**config.mk**
```make
export PLATFORM = sky130hd
export DESIGN_NAME = fft2_pair_feeder
export DESIGN_NICKNAME = d
export VERILOG_FILES = /design/src/rtl/fft2_pair_feeder.sv
export SDC_FILE = /design/constraint.sdc
export NUM_CORES = 1
export LEC_CHECK = 0
export CAP_MARGIN = 20
export CORE_ASPECT_RATIO = 1.75
export CORE_MARGIN = 2
export CORE_UTILIZATION = 35
export CTS_BUF_LIST = sky130_fd_sc_hd__clkbuf_4
export CTS_CLUSTER_SIZE = 8
export DETAILED_ROUTE_END_ITERATION = 8
export HOLD_SLACK_MARGIN = 0.05
export PLACE_DENSITY = 0.54
export RECOVER_POWER = 50
export SYNTH_ARGS = -nofsm -noshare
export SYNTH_HDL_FRONTEND = slang
export SYNTH_SLANG_ARGS = --single-unit
```
**constraint.sdc**
```tcl
create_clock -name clk -period 5.65 [get_ports clk]
set_input_delay 1.13 -clock clk [delete_from_list [all_inputs] [get_ports clk]]
set_output_delay 1.13 -clock clk [all_outputs]
set_load 0.01 [all_outputs]
```
**src/rtl/fft2_pair_feeder.sv**
```systemverilog
// fft2_pair_feeder: buffers the first half of each N-sample frame and emits
// (x[n], x[n+N/2]) pairs on registered outputs for a radix-2 DIF butterfly.
// Build macro FFT2_FEEDER_LAST_CHECK_EN adds the s_last input and the
// frame_err output. Without it, framing comes purely from the sample counter.
module fft2_pair_feeder #(
  parameter  int unsigned N    = 8,
  parameter  int unsigned DW   = 32,
  localparam int unsigned HALF = N / 2,
  localparam int unsigned IW   = (HALF > 1) ? $clog2(HALF) : 1,
  localparam int unsigned KW   = $clog2(N)
) (
  input  logic          clk,
  input  logic          rst,
`ifdef FFT2_FEEDER_LAST_CHECK_EN
  input  logic          s_last,
  output logic          frame_err,
`endif
  input  logic [DW-1:0] s_re,
  input  logic [DW-1:0] s_img,
  input  logic          s_valid,
  output logic          s_ready,
  output logic [DW-1:0] a_re,
  output logic [DW-1:0] a_img,
  output logic [DW-1:0] b_re,
  output logic [DW-1:0] b_img,
  output logic          p_valid,
  input  logic          p_ready,
  output logic [IW-1:0] p_idx,
  output logic          p_last
);

  typedef enum logic {FILL = 1'b0, PAIR = 1'b1} state_t;

  state_t        r_state;
  logic [KW-1:0] r_k;
  logic [DW-1:0] r_a_re, r_a_img, r_b_re, r_b_img;
  logic          r_p_valid;
  logic [IW-1:0] r_p_idx;
  logic          r_p_last;

  // First-half storage; written only in FILL, read only in PAIR
  logic [DW-1:0] r_buf_re  [HALF];
  logic [DW-1:0] r_buf_img [HALF];

  logic          w_accept;
  logic          w_load;
  logic          w_k_end;
  logic          w_half_end;
  logic          w_early;
  logic          w_frame_end;
  logic [IW-1:0] w_widx;
  logic [IW-1:0] w_ridx;

  // Output register may refill whenever it is empty or being drained
  assign s_ready     = (r_state == FILL) || !r_p_valid || p_ready;
  assign w_accept    = s_valid && s_ready;
  assign w_load      = w_accept && (r_state == PAIR);
  assign w_k_end     = (r_k == KW'(N - 1));
  assign w_half_end  = (r_k == KW'(HALF - 1));
  assign w_widx      = IW'(r_k);
  assign w_ridx      = IW'(r_k - KW'(HALF));
  assign w_frame_end = w_k_end || w_early;

`ifdef FFT2_FEEDER_LAST_CHECK_EN
  logic r_frame_err;

  // Early s_last restarts the frame after the sample is handled normally
  assign w_early   = s_last && !w_k_end;
  assign frame_err = r_frame_err;

  // One-cycle pulse when s_last disagrees with the counter's frame end
  always_ff @(posedge clk or posedge rst) begin
    if (rst) begin
      r_frame_err <= 1'b0;
    end else begin
      r_frame_err <= w_accept && (s_last != w_k_end);
    end
  end
`else
  assign w_early = 1'b0;
`endif

  // Buffer write during FILL; contents need no reset
  always_ff @(posedge clk) begin
    if (w_accept && (r_state == FILL)) begin
      r_buf_re[w_widx]  <= s_re;
      r_buf_img[w_widx] <= s_img;
    end
  end

  // Frame FSM, sample counter and registered pair outputs
  always_ff @(posedge clk or posedge rst) begin
    if (rst) begin
      r_state   <= FILL;
      r_k       <= '0;
      r_a_re    <= '0;
      r_a_img   <= '0;
      r_b_re    <= '0;
      r_b_img   <= '0;
      r_p_valid <= 1'b0;
      r_p_idx   <= '0;
      r_p_last  <= 1'b0;
    end else begin
      if (w_load) begin
        r_a_re    <= r_buf_re[w_ridx];
        r_a_img   <= r_buf_img[w_ridx];
        r_b_re    <= s_re;
        r_b_img   <= s_img;
        r_p_idx   <= w_ridx;
        r_p_last  <= w_k_end;
        r_p_valid <= 1'b1;
      end else if (p_ready) begin
        r_p_valid <= 1'b0;
      end

      if (w_accept) begin
        if (w_frame_end) begin
          r_k     <= '0;
          r_state <= FILL;
        end else begin
          r_k <= r_k + KW'(1);
          if ((r_state == FILL) && w_half_end) begin
            r_state <= PAIR;
          end
        end
      end
    end
  end

  assign a_re    = r_a_re;
  assign a_img   = r_a_img;
  assign b_re    = r_b_re;
  assign b_img   = r_b_img;
  assign p_valid = r_p_valid;
  assign p_idx   = r_p_idx;
  assign p_last  = r_p_last;

endmodule

```
======== Word level (Yosys, flattened, before mapping) ========
Memory sizes are Yosys's and may differ from the RTL's. A register that Yosys moved wholly into a read port is not among the register bits.
Index checks and enable logic that the tools add are counted.
operators by class
  add/subtract/negate cells ............... 2
  multipliers ............................. 0
  divide/modulo/power cells ............... 0
  magnitude comparators ................... 0
  eq/ne operators ......................... 2
  shifts and indexed selects .............. 0
  mux-type cells .......................... 7
  bitwise gates (word level) .............. 1
  reduce and logical (&&, ||, !) cells .... 10
operators with widths
  cell                                              count
  2-to-1 mux 1 bit                                  6
  logical AND 1 bit                                 4
  nonzero test 2 bit                                2
  adder 3 x 1 -> 3 bit, second input constant       1
  == test 3 x 2 -> 1 bit, second input constant     1
  == test 3 bit, second input constant              1
  2-to-1 mux 3 bit                                  1
  logical OR 1 bit                                  2
  AND reduction 2 bit                               1
  subtractor 2 x 1 -> 2 bit, second input constant  1
  zero test 1 bit                                   1
  inverter 1 bit                                    1
storage, ports and cells
  bits in registers ....................... 72
  latch bits .............................. 0
  bits in writable memories ............... 256
  memory bits (read-only) ................. 0
  output and inout port bits .............. 133
  word-level logic and storage cells ...... 31
  memories ................................ 2
memory list
  name       depth  bits a word  read ports  clocked after Yosys merged registers in  write ports  RTL line  source
  r_buf_img  4      32           1           1                                        1            43        logic [DW-1:0] r_buf_img [HALF];
  r_buf_re   4      32           1           1                                        1            42        logic [DW-1:0] r_buf_re [HALF];

======== Depth between registers and ports, before layout ========
Gate-level depths: netlist (run 1).
  depth in word-level cells ............... 7
  mapped depth ............................ 5

======== Least setup slack after synthesis (run 1) ========
Ideal clock, no wire load.
  path type ............................... input -> register
  start ................................... in s_valid
  end ..................................... mem r_buf_img[0][0] (enable)
  library setup time ...................... 0.429 ns
  data arrival time ....................... 2.842 ns
  required time ........................... 5.221 ns
  setup slack ............................. 2.379 ns
  stages on the path ...................... 2
  cell sequence ........................... nor2b_1 and2_1
on the way
  cells in the longest elaborated chain, start to end .. 4
ends and longest elaborated chain
  item                                    RTL line  source
  start, declared                         20        input logic s_valid,
  logical AND 1 bit                       56        assign w_accept = s_valid && s_ready;
  logical AND 1 bit                       85        if (w_accept && (r_state == FILL)) begin
  2-to-1 mux 1 bit                        85
  2-to-1 mux 1 bit (not written as such)  87        r_buf_img[w_widx] <= s_img;
  end, declared                           43
Every way passes these cells.

======== Worst setup path in the final report (run 1) ========
  start ................................... in p_ready
  end ..................................... reg r_a_img[8], in the netlist a_img[8], read port of r_buf_img
on the way
  cells in the longest elaborated chain, start to end .. 3
ends and longest elaborated chain
  item               RTL line  source
  start, declared    27        input logic p_ready,
  logical OR 1 bit   55        assign s_ready = (r_state == FILL) || !r_p_valid || p_ready;
  logical AND 1 bit  56
  logical AND 1 bit  57        assign w_load = w_accept && (r_state == PAIR);
  end, declared      36        logic [DW-1:0] r_a_re, r_a_img, r_b_re, r_b_img;
Every way passes these cells.
A chain may end at the register's enable or synchronous reset.

==> results of run 1 <==
[metrics by stage]
step	std cells	util	power, mW
2_1_floorplan	643	-	6.12
3_3_place_gp	1374	0.419	7.59
3_5_place_dp	1374	0.419	7.64
4_1_cts	1545	0.448	9.97
5_1_grt	1546	0.447	10.4
6_report	1548	0.447	9.75
[logic make-up after synthesis]
logic type | synth area share
compound gates | 0.000778
fa+ha+maj | 0.00519
buf+inv | 0.0143
flops | 0.766
mux | 0.209
simple gates | 0.00467
[layout by cell type, fill, tap and decap left out, types with 6 or more instances in the layout]
cell type,netlist,layout
edfxtp_1,256,256
clkinv_2,0,7
mux4_2,64,64
dlygate4sd3_1,0,66
clkbuf_4,0,137
dfrtp_1,136,135
mux2_2,113,113
ha_1,6,6
mux2_4,20,20
clkinv_1,0,23
clkdlybuf4s50_1,0,134
buf_4,0,7
[per-layer routing]
layer,global-route usage,vias up
met5,0,-
met4,0.0557,0
met3,0.0392,51
met2,0.262,191
met1,0.160,3707
li1,-,3182
[sequential cells by signal, indices dropped and copies added (netlist names), 2 cells and up]
signal     flops
r_buf_img    128
b_re          32
b_img         32
a_re          32
p_idx          2
r_k            3
r_buf_re     128
a_img         32
[area by class of cell]
type                       instances  area share
timing repair buffer             210       0.113
clock inverter                    34     0.00912
antenna                            3    0.000411
clock buffer                     137      0.0563
multi-input combinational        218       0.175
inverter                           4    0.000891
tap                              550      0.0377
sequential                       392       0.608
[final timing paths]
kind	depth (start not counted)	to	start
min in group asynchronous	2	b_re[24]	rst
max in group asynchronous	3	b_img[31]	rst
hold reg to reg	1	b_img[11]	b_img[11]
setup / recovery	5	a_img[8]	p_ready
hold / removal	1	b_img[11]	b_img[11]
setup reg to reg	3	r_buf_img[3][18]	r_k[0]
[critical path: cells and delay by family]
kind | cells | cell delay [ns]
buffers and inverters | 2 | 2.05
and+or+nand+nor | 2 | 1.17
muxes | 1 | 0.44
[power breakdown]
part | internal [mW] | leakage, nW | switching [mW]
sequential | 3.89 | 3.93 | 0.437
clock | 1.16 | 0.717 | 1.09
combinational | 1.93 | 1.93 | 1.24
==> flow_summary_export.csv, run 1 <==
group,metric,value,unit
run_status,status,"finished with violations",
run_status,violations,"max-capacitance violations, max-slew violations",
die,io_pins,201,
die,die-area,0.0431,mm²
clock_network,clockRootBuffer,"clkbuf_4",
logic_synthesis,synth_edf_count,256,
cells_and_area,design_area,0.0183,mm²
clock_network,cts_tree,"yes",
cells_and_area,drive_above_1_share,0.362,
clock_network,htreeDepth,3,
power,ir_worst_vdd,304,µV
timing,setup_viol,0,
die,die_h,273,µm
logic_synthesis,yosysTopAreaCell,"edfxtp_1",
power,p_per_area,534,mW/mm²
setup_path,cp.required,6.27,ns
logic_synthesis,synthesis.nets,717,
hold_path,min_path_type,"reg -> reg",
timing,period_share,0.757,
timing,hold_viol,0,
cells_and_area,seq_area,0.0111,mm²
placement,pre_cts_ws,2.08,ns
routing,first_pass_iters,4,
timing,hold_slack,0.505,ns
global_route,grt_overflow,0,
placement,dp_hpwl,17.3,mm
logic_synthesis,synth_top_flop_cell,"edfxtp_1",
clock_network,cts_resized,0,
clock_network,clockBufferDepth,3,
timing,tightest_slew,3.23,ns
timing,slew_headroom,-1.17,
logic_synthesis,seq_area_frac_synth,0.766,
timing,final.setup_skew,0.0368,ns
setup_path,cp_max_fo,64,
global_route,antenna_found_initial,1,
logic_synthesis,yosysWarnings,0,
setup_path,critPathLaunchType,"input pin",
cells_and_area,area_delta_synth_final,26.1,%
clock_network,post_cts_buffers,0,
timing,setup_tns,0,ns
logic_synthesis,synth.most_common_cell,"edfxtp_1",
clock_network,cts_buffers,91,
timing,slew_violations,257,
clock_network,cts_sinks,392,
placement,port_buffers,200,
routing,routed_wirelength,29.9,mm
die,rows,98,
routing,wl_met3,1.39,mm
setup_path,cp_slowest_stage_delay,1.51,ns
setup_path,reg2reg_setup_slack,1.81,ns
routing,wl_met2,16.6,mm
routing,wl_met1,11.3,mm
routing,ant_nets,0,
setup_path,cp.arrival,4.90,ns
clock_network,clock_latency,0.78,ns
setup_path,crit_slowest_cell,"clkbuf_2",
global_route,grt_max_degree,66,
logic_synthesis,syn_area_per_cell,22.5,µm²
placement,gp_congestion,0.667,
logic_synthesis,async_flop_share,0.347,
setup_path,worst_setup_path_end_kind,"flop",
global_route,grt_pass1_vias,7984,
timing,fmax,234,MHz
job,cap_violations,5,
routing,drcViolationCount,0,
routing,num_vias,7131,
clock_network,holdBufCountCts,0,
logic_synthesis,ys_types,22,
cells_and_area,nets,991,
die,coreArea,0.0408,mm²
logic_synthesis,syn_inst,643,
logic_synthesis,synth_top_area_frac,0.531,
timing,fin_ws,1.37,ns
routing,wire_per_inst,19.3,µm
logic_synthesis,ys_top_cells_by_count,"edfxtp_1, dfrtp_1, mux2_2, mux4_2, buf_2",
timing,rsz0062_at_grt,"false",
power,p_leak,6.58,nW
cells_and_area,multi_input_area,0.00319,mm²
cells_and_area,fillers,3642,
logic_synthesis,synth_area,0.0145,mm²
setup_path,path_cells,"dlygate4sd3_1, nand2b_1, and3_1, clkbuf_2, mux2_2",
routing,top_layer_used,"met4",
placement,place_area,0.0171,mm²
clock_network,clk_pin_slew_worst_paths,0.06,ns
logic_synthesis,synth_area_leaders,"edfxtp_1, dfrtp_1, mux4_2, mux2_2, mux2_4",
die,start_util,0.355,
routing,routed_via_density,4.61,
setup_path,criticalPathCategory,"in -> reg",
timing,finalCriticalPeriod,4.28,ns
global_route,track_usage,0.145,
die,die_x,158,µm
routing,drt_iter0_markers,334,
logic_synthesis,ys_ff_latch,392,
global_route,grt_pass1_wl,46.2,mm
No activity file was read; power rests on OpenSTA's default activity.
==> run 2, diff against run 1 <==
- PLACE_DENSITY: 0.54 -> 0.56
- clock period: 5.65 -> 3.9 ns (I/O delays scaled with it)
==> run 2 against run 1 <==
Effect of this change: critical endpoint is now a_img[28]; critical path depth is 2 lower; register-to-register slack worse by 0.96 ns; hold slack worse by 0.017 ns; final cell count is 0.26% higher; core utilization is 0.26 points higher; setup slack worse by 0.52 ns; sequential power is 43% higher; first-iteration DRC count is 14% lower; the run still ends with max-capacitance violations, max-slew violations left; total power is 45% higher; largest cell class unchanged; via count is 0.15% higher.
==> flow_summary_export.csv, run 2 (synthesis results as in run 1) <==
group,metric,value,unit
run_status,status,"finished with violations",
run_status,violations,"max-capacitance violations, max-slew violations",
routing,num_vias,7142,
timing,finalCriticalPeriod,3.05,ns
setup_path,cp_num_buf_inv,1,
routing,wire_per_inst,19.2,µm
routing,first_pass_iters,4,
setup_path,critical_path.top_delay_family,"flip-flops",
setup_path,critPathLaunchType,"flop",
setup_path,cp_max_fo,36,
timing,fin_ws,0.854,ns
routing,routed_wirelength,29.8,mm
global_route,grt_pass1_wl,46.3,mm
hold_path,min_path_type,"reg -> reg",
clock_network,cts_buffers,91,
timing,hold_slack,0.488,ns
timing,slew_violations,125,
setup_path,worst_setup_path_end_kind,"flop",
cells_and_area,nets,994,
placement,gp_congestion,0.695,
placement,pre_cts_ws,1.17,ns
placement,port_buffers,200,
cells_and_area,drive_above_1_share,0.355,
clock_network,cts_sinks,392,
cells_and_area,reg_top3,"r_buf_img x128, r_buf_re x128",
clock_network,holdBufCountCts,0,
global_route,grt_max_degree,67,
job,cap_violations,3,
timing,final.setup_skew,0.0470,ns
placement,dp_hpwl,17.5,mm
power,total_power,14.2,mW
timing,fmax,328,MHz
clock_network,htreeDepth,3,
setup_path,cp.arrival,3.65,ns
die,io_pins,201,
die,rows,98,
clock_network,clockBufferDepth,3,
routing,drt_iter0_markers,288,
routing,routed_via_density,4.60,
timing,tightest_slew,1.70,ns
timing,rsz0062_at_grt,"false",
clock_network,clock_latency,0.76,ns
clock_network,cts_resized,0,
die,die-area,0.0431,mm²
clock_network,clockRootBuffer,"clkbuf_4",
setup_path,cp_slowest_stage_delay,1.48,ns
cells_and_area,final_cell_mix,"edfxtp_1, clkbuf_4, dfrtp_1",
timing,setup_tns,0,ns
cells_and_area,design_area,0.0184,mm²
global_route,grt_pass1_vias,8170,
die,coreArea,0.0408,mm²
setup_path,crit_slowest_cell,"dfrtp_1",
setup_path,criticalPathCategory,"reg -> reg",
power,p_per_area,772,mW/mm²
cells_and_area,area_delta_synth_final,26.8,%
global_route,antenna_found_initial,3,
clock_network,cts_tree,"yes",
setup_path,cp.required,4.51,ns
die,die_x,158,µm
timing,setup_viol,0,
power,ir_worst_vdd,450,µV
routing,drcViolationCount,0,
global_route,track_usage,0.144,
cells_and_area,final_common_cell,"edfxtp_1",
clock_network,clk_pin_slew_worst_paths,0.07,ns
die,start_util,0.355,
global_route,grt_overflow,0,
timing,hold_viol,0,
die,die_h,273,µm
placement,place_area,0.0172,mm²
clock_network,post_cts_buffers,0,
routing,ant_nets,0,
power,p_leak,6.61,nW
setup_path,path_cells,"buf_4, mux4_2, mux2_2",
timing,period_share,0.781,
timing,slew_headroom,-0.136,
[run 2: final timing paths]
path / startpoint / end / slack (ns) / cells past startpoint
hold reg to reg: a_img[29] / a_img[29] / 0.49 / 1
min in group asynchronous: rst / a_img[17] / 0.86 / 2
setup / recovery: r_k[1] / a_img[28] / 0.85 / 3
setup reg to reg: r_k[1] / a_img[28] / 0.85 / 3
hold / removal: a_img[29] / a_img[29] / 0.49 / 1
max in group asynchronous: rst / a_img[5] / 1.16 / 3
[run 2: final cells by class]
class | instances | area, µm²
inverter | 4 | 16.3
multi-input combinational | 218 | 3160
timing repair buffer | 213 | 2180
antenna | 4 | 10.0
sequential | 392 | 11100
clock inverter | 34 | 183
clock buffer | 137 | 1030
fill | 3619 | 22500
tap | 550 | 688
[run 2: routing by layer]
metal	track usage	up-vias	part of all wire
li1	-	3189	-
met1	0.155	3738	0.37
met2	0.265	170	0.57
met3	0.0346	45	0.044
met4	0.0636	0	0.021
met5	0	-	0
[run 2: report_power, final]
| part | leakage [nW] | switching (mW) | internal [mW] |
|---|---|---|---|
| Clock | 0.724 | 1.57 | 1.75 |
| Sequential | 3.93 | 0.575 | 5.63 |
| Combinational | 1.95 | 1.88 | 2.77 |
| Total | 6.61 | 4.02 | 10.1 |
[run 2: stage by stage]
| step | utilization | std cells |
|---|---|---|
| after global routing | 0.450 | 1552 |
| after global placement | 0.422 | 1377 |
| after CTS | 0.451 | 1548 |
| final | 0.450 | 1552 |
| after floorplan | - | 643 |
| after detailed placement | 0.422 | 1377 |
==> run 3, diff against run 2 <==
- PLACE_DENSITY: 0.56 -> 0.54
- clock period: 3.9 -> 3.1 ns (I/O delays scaled with it)
==> run 3 against run 2 <==
Effect of this change: the run still ends with max-capacitance violations, max-slew violations left; hold slack worse by 0.077 ns; count of clock-buffer cells in the layout up 7; sequential power up 26%; register-to-register slack worse by 0.16 ns; critical path depth down 1; final cell count up 0.64%; combinational power up 27%; clock power up 26%; wire length up 1.6%; largest power group unchanged.
==> flow_summary_export.csv, run 3 (synthesis results as in run 1) <==
group,metric,value,unit
global_route,grt_max_degree,77,
timing,final.setup_skew,0.0396,ns
setup_path,critPathLaunchType,"flop",
global_route,grt_overflow,0,
timing,tightest_slew,1.50,ns
placement,port_buffers,200,
run_status,status,"finished with violations",
die,start_util,0.355,
clock_network,cts_resized,0,
power,p_leak,6.69,nW
die,die-area,0.0431,mm²
routing,drt_iter0_markers,254,
die,die_x,158,µm
clock_network,cts_buffers,93,
power,switching_share,0.283,
cells_and_area,area_delta_synth_final,27.7,%
routing,routed_via_density,4.60,
clock_network,clk_pin_slew_worst_paths,0.07,ns
routing,drcViolationCount,0,
placement,dp_hpwl,19.3,mm
placement,gp_congestion,0.694,
clock_network,clockBufferDepth,3,
die,io_pins,201,
cells_and_area,reg_top3,"r_buf_img x128, r_buf_re x128",
clock_network,holdBufCountCts,0,
timing,slew_violations,23,
run_status,violations,"max-capacitance violations, max-slew violations",
power,p_seq_frac,0.437,
cells_and_area,drive_above_1_share,0.371,
clock_network,cts_sinks,392,
cells_and_area,seq_area,0.0111,mm²
global_route,grt_pass1_wl,47.2,mm
cells_and_area,final_cell_mix,"edfxtp_1, clkbuf_4, clkdlybuf4s50_1",
cells_and_area,final_common_cell,"edfxtp_1",
cells_and_area,multi_input_area,0.00319,mm²
setup_path,cp_max_fo,5,
clock_network,cts_tree,"yes",
timing,fin_ws,0.599,ns
timing,slew_headroom,-0.000787,
die,rows,98,
die,die_h,273,µm
placement,dp.cells,1384,
hold_path,min_path_type,"in -> async",
global_route,grt_pass1_vias,8078,
setup_path,cp.required,2.48,ns
clock_network,htreeDepth,3,
die,coreArea,0.0408,mm²
power,ir_worst_vdd,598,µV
global_route,antenna_found_initial,2,
setup_path,cp.arrival,1.88,ns
power,power_switching,5.08,mW
timing,setup_viol,0,
timing,period_share,0.807,
routing,num_vias,7183,
clock_network,post_cts_buffers,0,
timing,fmax,400,MHz
cells_and_area,fillers,3612,
routing,wire_per_inst,19.4,µm
power,combPwrFrac,0.330,
setup_path,worst_setup_path_end_kind,"output port",
routing,routed_wirelength,30.3,mm
timing,hold_viol,0,
job,cap_violations,1,
power,p_per_area,971,mW/mm²
timing,setup_tns,0,ns
clock_network,clockRootBuffer,"clkbuf_4",
setup_path,criticalPathCategory,"reg -> out",
power,p_int,12.9,mW
timing,rsz0062_at_grt,"false",
routing,ant_nets,0,
clock_network,clock_latency,0.78,ns
timing,finalCriticalPeriod,2.50,ns
power,clkPwrFrac,0.233,
routing,first_pass_iters,4,
global_route,track_usage,0.148,
placement,pre_cts_ws,0.525,ns
cells_and_area,nets,1003,
cells_and_area,fin_cells,1562,
-- run 3: power groups by stage --
stage	logic [mW]	clock network, mW	registers (mW)
3_3_place_gp	6.08	0	7.94
3_5_place_dp	6.11	0	7.99
4_1_cts	6.13	4.38	7.89
6_report	5.92	4.19	7.84
2_1_floorplan	3.01	0	8.14
5_1_grt	6.36	4.66	8.04
-- run 3: final timing paths --
path	to	cells after the start	from	slack [ns]
min in group clk	b_re[26]	1	b_re[26]	0.50
hold / removal	a_img[14]	2	rst	0.41
hold reg to reg	b_re[26]	1	b_re[26]	0.50
setup reg to reg	b_img[2]	4	p_valid	0.69
setup / recovery	s_ready	2	r_state	0.60
max in group asynchronous	a_re[29]	3	rst	0.89
-- run 3: metrics by stage --
| step | cell area, µm² | power (mW) | hold slack, ns | utilization |
|---|---|---|---|---|
| floorplan | 14500 | 11.2 | 0.528 | - |
| global placement | 17300 | 14.0 | 0.489 | 0.424 |
| detailed placement | 17300 | 14.1 | 0.494 | 0.424 |
| CTS | 18600 | 18.4 | 0.162 | 0.454 |
| global route | 18500 | 19.1 | 0.382 | 0.453 |
| finish | 18500 | 18.0 | 0.411 | 0.453 |
-- run 3: critical path: stages, from the launching register on --
cell             delay (ns)
dfrtp_1                0.42
nand3b_1               0.15
clkdlybuf4s50_1        0.57
-- run 3: layer usage --
metal / GRT usage / up-vias / wire, µm
met2: 0.265 / 189 / 16900
met3: 0.0344 / 45 / 1270
met1: 0.166 / 3735 / 11500
met5: 0 / - / 0
li1: - / 3214 / -
met4: 0.0624 / 0 / 632
-- run 3: layout make-up --
cell class,count,area share
multi-input cells,218,0.172
flip-flops and latches,392,0.600
clock buffers,144,0.0585
well taps,550,0.0372
diodes,3,0.000406
inverters,4,0.000880
repair buffers,220,0.122
clock inverters,31,0.00798
